**src/rtl/pc_sequencer.sv**
```systemverilog
// rtl/pc_sequencer.sv - instruction-fetch sequencer generating every 8-bit PC control strobe
//
// Inputs : seq_clk, seq_rst_n (async, active low), seq_start, seq_halt_req,
//          mem_ready, ir_in[15:0], flag_z, exec_done
// Outputs: pc_rd_en, pc_wr_en, pc_count, pc_dir, pc_load_sel, mem_rd_req,
//          ir_load, exec_start, seq_busy, seq_halted, seq_fault
// All outputs are flops loaded from a decode of the next state, so each one
// is high exactly while the FSM sits in the state that owns it.
module pc_sequencer #(
  parameter int MEM_TIMEOUT = 15,
  parameter int OPC_W       = 4
) (
  input  logic        seq_clk,
  input  logic        seq_rst_n,
  input  logic        seq_start,
  input  logic        seq_halt_req,
  input  logic        mem_ready,
  input  logic [15:0] ir_in,
  input  logic        flag_z,
  input  logic        exec_done,
  output logic        pc_rd_en,
  output logic        pc_wr_en,
  output logic        pc_count,
  output logic        pc_dir,
  output logic        pc_load_sel,
  output logic        mem_rd_req,
  output logic        ir_load,
  output logic        exec_start,
  output logic        seq_busy,
  output logic        seq_halted,
  output logic        seq_fault
);

  typedef enum logic [3:0] {
    S_IDLE, S_FETCH, S_MEMWAIT, S_LOADIR, S_DECODE, S_OPFETCH, S_OPWAIT,
    S_JLOAD, S_BRLOAD, S_STEP, S_EXEC, S_EXWAIT, S_HALT, S_FAULT
  } state_t;

  localparam logic [7:0]       TO_LAST   = 8'(MEM_TIMEOUT - 1);
  localparam logic [OPC_W-1:0] OPC_HALT  = OPC_W'(4'hF);
  localparam logic [OPC_W-1:0] OPC_JMP   = OPC_W'(4'hE);
  localparam logic [OPC_W-1:0] OPC_BRZ   = OPC_W'(4'hD);
  localparam logic [OPC_W-1:0] OPC_BSTEP = OPC_W'(4'hC);

  state_t           state, nxt;
  logic [7:0]       to_cnt, to_nxt;
  logic [3:0]       step_cnt, step_nxt;
  logic             fetch_halt, fetch_halt_d;
  logic             rd_d, wr_d, cnt_d, dir_d, lsel_d, mrq_d, irl_d, exs_d;
  logic             busy_d, halted_d, fault_d;
  logic [OPC_W-1:0] opcode;
  logic             ir_unused;

  assign opcode    = ir_in[15 -: OPC_W];
  assign ir_unused = ^ir_in[15-OPC_W:4];

  always_comb begin
    nxt          = state;
    to_nxt       = to_cnt;
    step_nxt     = step_cnt;
    rd_d         = 1'b0;
    wr_d         = 1'b0;
    cnt_d        = 1'b0;
    dir_d        = 1'b0;
    lsel_d       = 1'b0;
    mrq_d        = 1'b0;
    irl_d        = 1'b0;
    exs_d        = 1'b0;
    halted_d     = 1'b0;
    fault_d      = 1'b0;
    fetch_halt_d = 1'b0;

    case (state)
      S_IDLE, S_HALT, S_FAULT: if (seq_start) nxt = S_FETCH;
      // The halt decision was captured on the way into FETCH so that the
      // registered pc_rd_en could already be withheld for this cycle.
      S_FETCH: nxt = fetch_halt ? S_HALT : S_MEMWAIT;
      S_MEMWAIT, S_OPWAIT: begin
        // mem_ready is tested first so it wins over a simultaneous timeout.
        if (mem_ready) begin
          nxt    = (state == S_MEMWAIT) ? S_LOADIR : S_JLOAD;
          to_nxt = 8'd0;
        end else if (to_cnt == TO_LAST) begin
          nxt    = S_FAULT;
          to_nxt = 8'd0;
        end else begin
          to_nxt = to_cnt + 8'd1;
        end
      end
      S_LOADIR: nxt = S_DECODE;
      S_DECODE: begin
        if (opcode == OPC_HALT)      nxt = S_HALT;
        else if (opcode == OPC_JMP)  nxt = S_OPFETCH;
        else if (opcode == OPC_BRZ)  nxt = flag_z ? S_BRLOAD : S_FETCH;
        else if (opcode == OPC_BSTEP) begin
          if (!flag_z && ir_in[3:0] != 4'd0) begin
            nxt      = S_STEP;
            step_nxt = ir_in[3:0];
          end else begin
            nxt = S_FETCH;
          end
        end else begin
          nxt = S_EXEC;
        end
      end
      S_OPFETCH:         nxt = S_OPWAIT;
      S_JLOAD, S_BRLOAD: nxt = S_FETCH;
      S_STEP: begin
        step_nxt = step_cnt - 4'd1;
        if (step_cnt == 4'd1) nxt = S_FETCH;
      end
      S_EXEC:   nxt = S_EXWAIT;
      S_EXWAIT: if (exec_done) nxt = S_FETCH;
      default:  nxt = S_IDLE;
    endcase

    case (nxt)
      S_FETCH: begin
        rd_d         = !seq_halt_req;
        fetch_halt_d = seq_halt_req;
      end
      S_MEMWAIT, S_OPWAIT: mrq_d = 1'b1;
      S_LOADIR: begin
        irl_d = 1'b1;
        cnt_d = 1'b1;
      end
      S_OPFETCH: rd_d = 1'b1;
      S_JLOAD:   wr_d = 1'b1;
      S_BRLOAD: begin
        wr_d   = 1'b1;
        lsel_d = 1'b1;
      end
      S_STEP: begin
        cnt_d = 1'b1;
        dir_d = 1'b1;
      end
      S_EXEC:  exs_d    = 1'b1;
      S_HALT:  halted_d = 1'b1;
      S_FAULT: fault_d  = 1'b1;
      default: ;
    endcase
    busy_d = (nxt != S_IDLE) && (nxt != S_HALT) && (nxt != S_FAULT);
  end

  always_ff @(posedge seq_clk or negedge seq_rst_n) begin
    if (!seq_rst_n) begin
      state       <= S_IDLE;
      to_cnt      <= 8'd0;
      step_cnt    <= 4'd0;
      fetch_halt  <= 1'b0;
      pc_rd_en    <= 1'b0;
      pc_wr_en    <= 1'b0;
      pc_count    <= 1'b0;
      pc_dir      <= 1'b0;
      pc_load_sel <= 1'b0;
      mem_rd_req  <= 1'b0;
      ir_load     <= 1'b0;
      exec_start  <= 1'b0;
      seq_busy    <= 1'b0;
      seq_halted  <= 1'b0;
      seq_fault   <= 1'b0;
    end else begin
      state       <= nxt;
      to_cnt      <= to_nxt;
      step_cnt    <= step_nxt;
      fetch_halt  <= fetch_halt_d;
      pc_rd_en    <= rd_d;
      pc_wr_en    <= wr_d;
      pc_count    <= cnt_d;
      pc_dir      <= dir_d;
      pc_load_sel <= lsel_d;
      mem_rd_req  <= mrq_d;
      ir_load     <= irl_d;
      exec_start  <= exs_d;
      seq_busy    <= busy_d;
      seq_halted  <= halted_d;
      seq_fault   <= fault_d;
    end
  end

endmodule

```
**config.mk**
```make
export PLATFORM = sky130hd
export DESIGN_NAME = pc_sequencer
export DESIGN_NICKNAME = d
export VERILOG_FILES = /design/src/rtl/pc_sequencer.sv
export SDC_FILE = /design/constraint.sdc
export NUM_CORES = 1
export LEC_CHECK = 0
export BUFFER_PORTS_ARGS = -buffer_cell sky130_fd_sc_hd__clkbuf_2
export CAP_MARGIN = 20
export CORE_MARGIN = 5
export CORE_UTILIZATION = 53
export DETAILED_ROUTE_END_ITERATION = 16
export HOLD_SLACK_MARGIN = 0.05
export PLACE_DENSITY_LB_ADDON = 0.25
export SYNTH_ARGS = -nofsm -noshare
export SYNTH_HDL_FRONTEND = slang
export SYNTH_SLANG_ARGS = --single-unit
```
**constraint.sdc**
```tcl
create_clock -name seq_clk -period 2.54 [get_ports seq_clk]
set_input_delay 0 -clock seq_clk [delete_from_list [all_inputs] [get_ports seq_clk]]
set_output_delay 0 -clock seq_clk [all_outputs]
set_load 0.03 [all_outputs]
```
==> summary.md <==
| Metric | Value |
|---|---|
| Arr. time, crit path | about 2400 ps |
| PwrDens | 1059 nW/µm² |
| Synth warnings | 0 |
| Diodes inserted | 0 |
| Setup Buffers After CTS | 0 |
| Synthesized area | between 1500 and 2000 µm² |
| Clock tree buffer depth | 2 |
| Vias in the first global route | between 1000 and 1500 |
| Die Y | between 60 and 70 µm |
| Worst clock skew | 2.156 ps |
| Register Area | 700.7 µm² |
| Wire length on met1 | 1.533 mm |
| Fin crit share | 83.72% |
| Sequential fraction of the synthesis area | 45.34% |
| Kind of critical path | reg2reg |
| WP data required | 2800 ps |
| Startpoint Class | flip-flop |
| Total gr overflow | 0 |
| Synth-to-Final Area Change | 16.44% |
| H-tree levels | 1 |
| IO buf count | 25 |
| Wire length per cell | 14.79 µm |
| EDFF count, synth | 0 |
| Final min period | ~2100 ps |
| Mean Syn Cell Area | 9.538 µm² |
| Status | finished, final reports clean |
| TritonCTS clock tree | built |
| First-pass GRT wire length | approximately 6 mm |
| Final hold vios | 0 |
| CTS Sinks | 28 |
| Die W | 64.00 µm |
| DR DRC count | 0 |
| Hpwl dp | 2.365 mm |
| Worst VDD drop | between 0.0007 and 0.0008 V |
| Ys async rst share | 100.0% |
| Via density | 5.831 |
| Final wirelength | approximately 3.3 mm |
| TritonCTS Buffers | 3 |
| CP endpoint kind | flip-flop |
| Most frequent cells in the layout | 28 x dfrtp_1, 25 x clkbuf_2, 16 x nand2_1, 15 x o21ai_0, 13 x nor2_1 |
| Clk_lat worst skew | 320 ps |
| Cell count after synthesis | about 160 |
| RSZ-0062 raised after global routing | false |
| CTS root buffer | clkbuf_4 |
| Clock transition at the registers of the reported paths | 150 ps |
| Hold Crit Class | in2reg |
| Max_cap viols | 0 |
| LEAKAGE | roughly 0.8 nW |
| Core area | 2781 µm² |
| Max Used Layer | met4 |
| CTS resizes | 0 |
| Total Routing Usage GR | 18.07% |
| Achievable clock frequency | 470.3 MHz |
| First-iteration detailed-routing DRC count | 98 |
| Met3 wire length | between 150 and 200 µm |
| Synthesis-stage register bit count | 28 |
| # IOs | 34 |
| Largest net degree at the start of global routing | 29 |
| Max_slew headroom | a little over half |
| FILL cells | approximately 230 |
| Cell variety after synth | 53 |
| Die area | 4095 µm² |
| Synth Flop Type | dfrtp_1 |
| Area of the multi-input gates | 782.0 µm² |
| Layout cell share with drive strength beyond 1 | 22.16% |
| Final #Nets | between 200 and 250 |
| Met2 WL | 1.621 mm |
| Starting density of the core | a little under three fifths |
| Routed vias | about 1300 |
| Final Slew Violations | 0 |
| Design Area, Final | 1799 µm² |
| Endpoints failing setup | 0 |
| Final Wtd Congestion | 0.8449 |
| Drt first pass iters | 4 |
| Syn Nets | 189 |
| Final ANT Viol Nets | 0 |
| Placed Instance Area | 1673 µm² |
| Antenna violations before repair | 0 |
| Core Rows | 19 |
| Setup TNS | 0 ps |
| Commonest non-fill, non-tap cell in the layout | dfrtp_1 |
| Worst Tran Pin Value | slightly below 700 ps |
| CP Max Fanout | 9 |
routing by layer:
layer / vias to the layer above / GRT usage [%]
li1: 651 / -
met1: 630 / 22.77
met2: 29 / 30.28
met3: 2 / 4.729
met4: 0 / 5.455
met5: - / 0
worst paths after layout:
check,start,endpoint,slack (ps),cells past startpoint
max,to_cnt[0],fetch_halt,410,7
min,exec_done,state[3],150,4
max reg2reg,to_cnt[0],fetch_halt,410,7
min reg2reg,to_cnt[6],to_cnt[6],530,1
max in group asynchronous,seq_rst_n,to_cnt[5],1870,2
min in group asynchronous,seq_rst_n,exec_start,230,2
worst max-delay path: stages (launching register included):
cell and delay, ps:
dfrtp_1 440, inv_1 70, ha_1 130, nand4b_1 180
o31ai_4 420, a211o_2 290, or3b_4 410, nor3_2 110
cell usage after synthesis (3+ instances only):
| cell type | n | share of area (%) |
|---|---|---|
| a21oi_1 | 6 | 1.9 |
| and3_1 | 3 | 1.2 |
| dfrtp_1 | 28 | 45 |
| ha_1 | 4 | 3.2 |
| inv_1 | 5 | 1.2 |
| nand2_1 | 16 | 3.9 |
| nand2b_1 | 4 | 1.6 |
| nand3_1 | 7 | 2.3 |
| nor2_1 | 13 | 3.2 |
| nor3_1 | 8 | 2.6 |
| nor4_1 | 3 | 1.2 |
| o21ai_0 | 15 | 4.9 |
| o31ai_1 | 3 | 1.5 |
flip-flops by register name (all words and copies together) (netlist names):
signal,count
exec_start,1
fetch_halt,1
ir_load,1
mem_rd_req,1
pc_count,1
pc_dir,1
pc_load_sel,1
pc_rd_en,1
pc_wr_en,1
seq_busy,1
seq_fault,1
seq_halted,1
state,4
step_cnt,4
to_cnt,8
what timing repair did:
action / 4_1_cts / 5_1_grt
hold buffers: 9 / 0
endpoints found under the hold margin: 36 / 0
endpoints found under the setup margin: 0 / 0
metrics by stage:
step | utilization (%) | total power, mW | instances | hold WS [ps] | setup WS, ps
6_report | 64.69 | 1.905 | 225 | 147.5 | 413.6
3_3_place_gp | 60.14 | 1.636 | 212 | 69.11 | 508.4
2_1_floorplan | - | 1.496 | 162 | -295.6 | 646.8
4_1_cts | 64.69 | 1.918 | 225 | 130.5 | 422.2
5_1_grt | 64.69 | 2.066 | 225 | 134.2 | 286.8
3_5_place_dp | 60.14 | 1.683 | 212 | 83.98 | 462.8
cell type report:
type / instances / area share [%]
Sequential cell: 28 / 38.94
Timing Repair Buffer: 34 / 11.96
Tap cell: 31 / 2.156
Multi-Input combinational cell: 121 / 43.46
Clock buffer: 4 / 2.017
Inverter: 7 / 1.460
kinds of logic after synthesis:
group,share of synthesized area (%)
AND/OR/NAND/NOR,27.29
buffers and inverters,4.049
AO/OA/AOI/OAI,19.52
XOR/XNOR,0.5669
adder cells (fa/ha/maj),3.239
flip-flops,45.34
power by group:
group          switching [mW]  internal, mW
registers               0.172         0.594
logic                   0.568         0.353
clock network           0.131        0.0877
total                   0.870          1.03
Note: power is estimated with default switching activity, not from simulation.
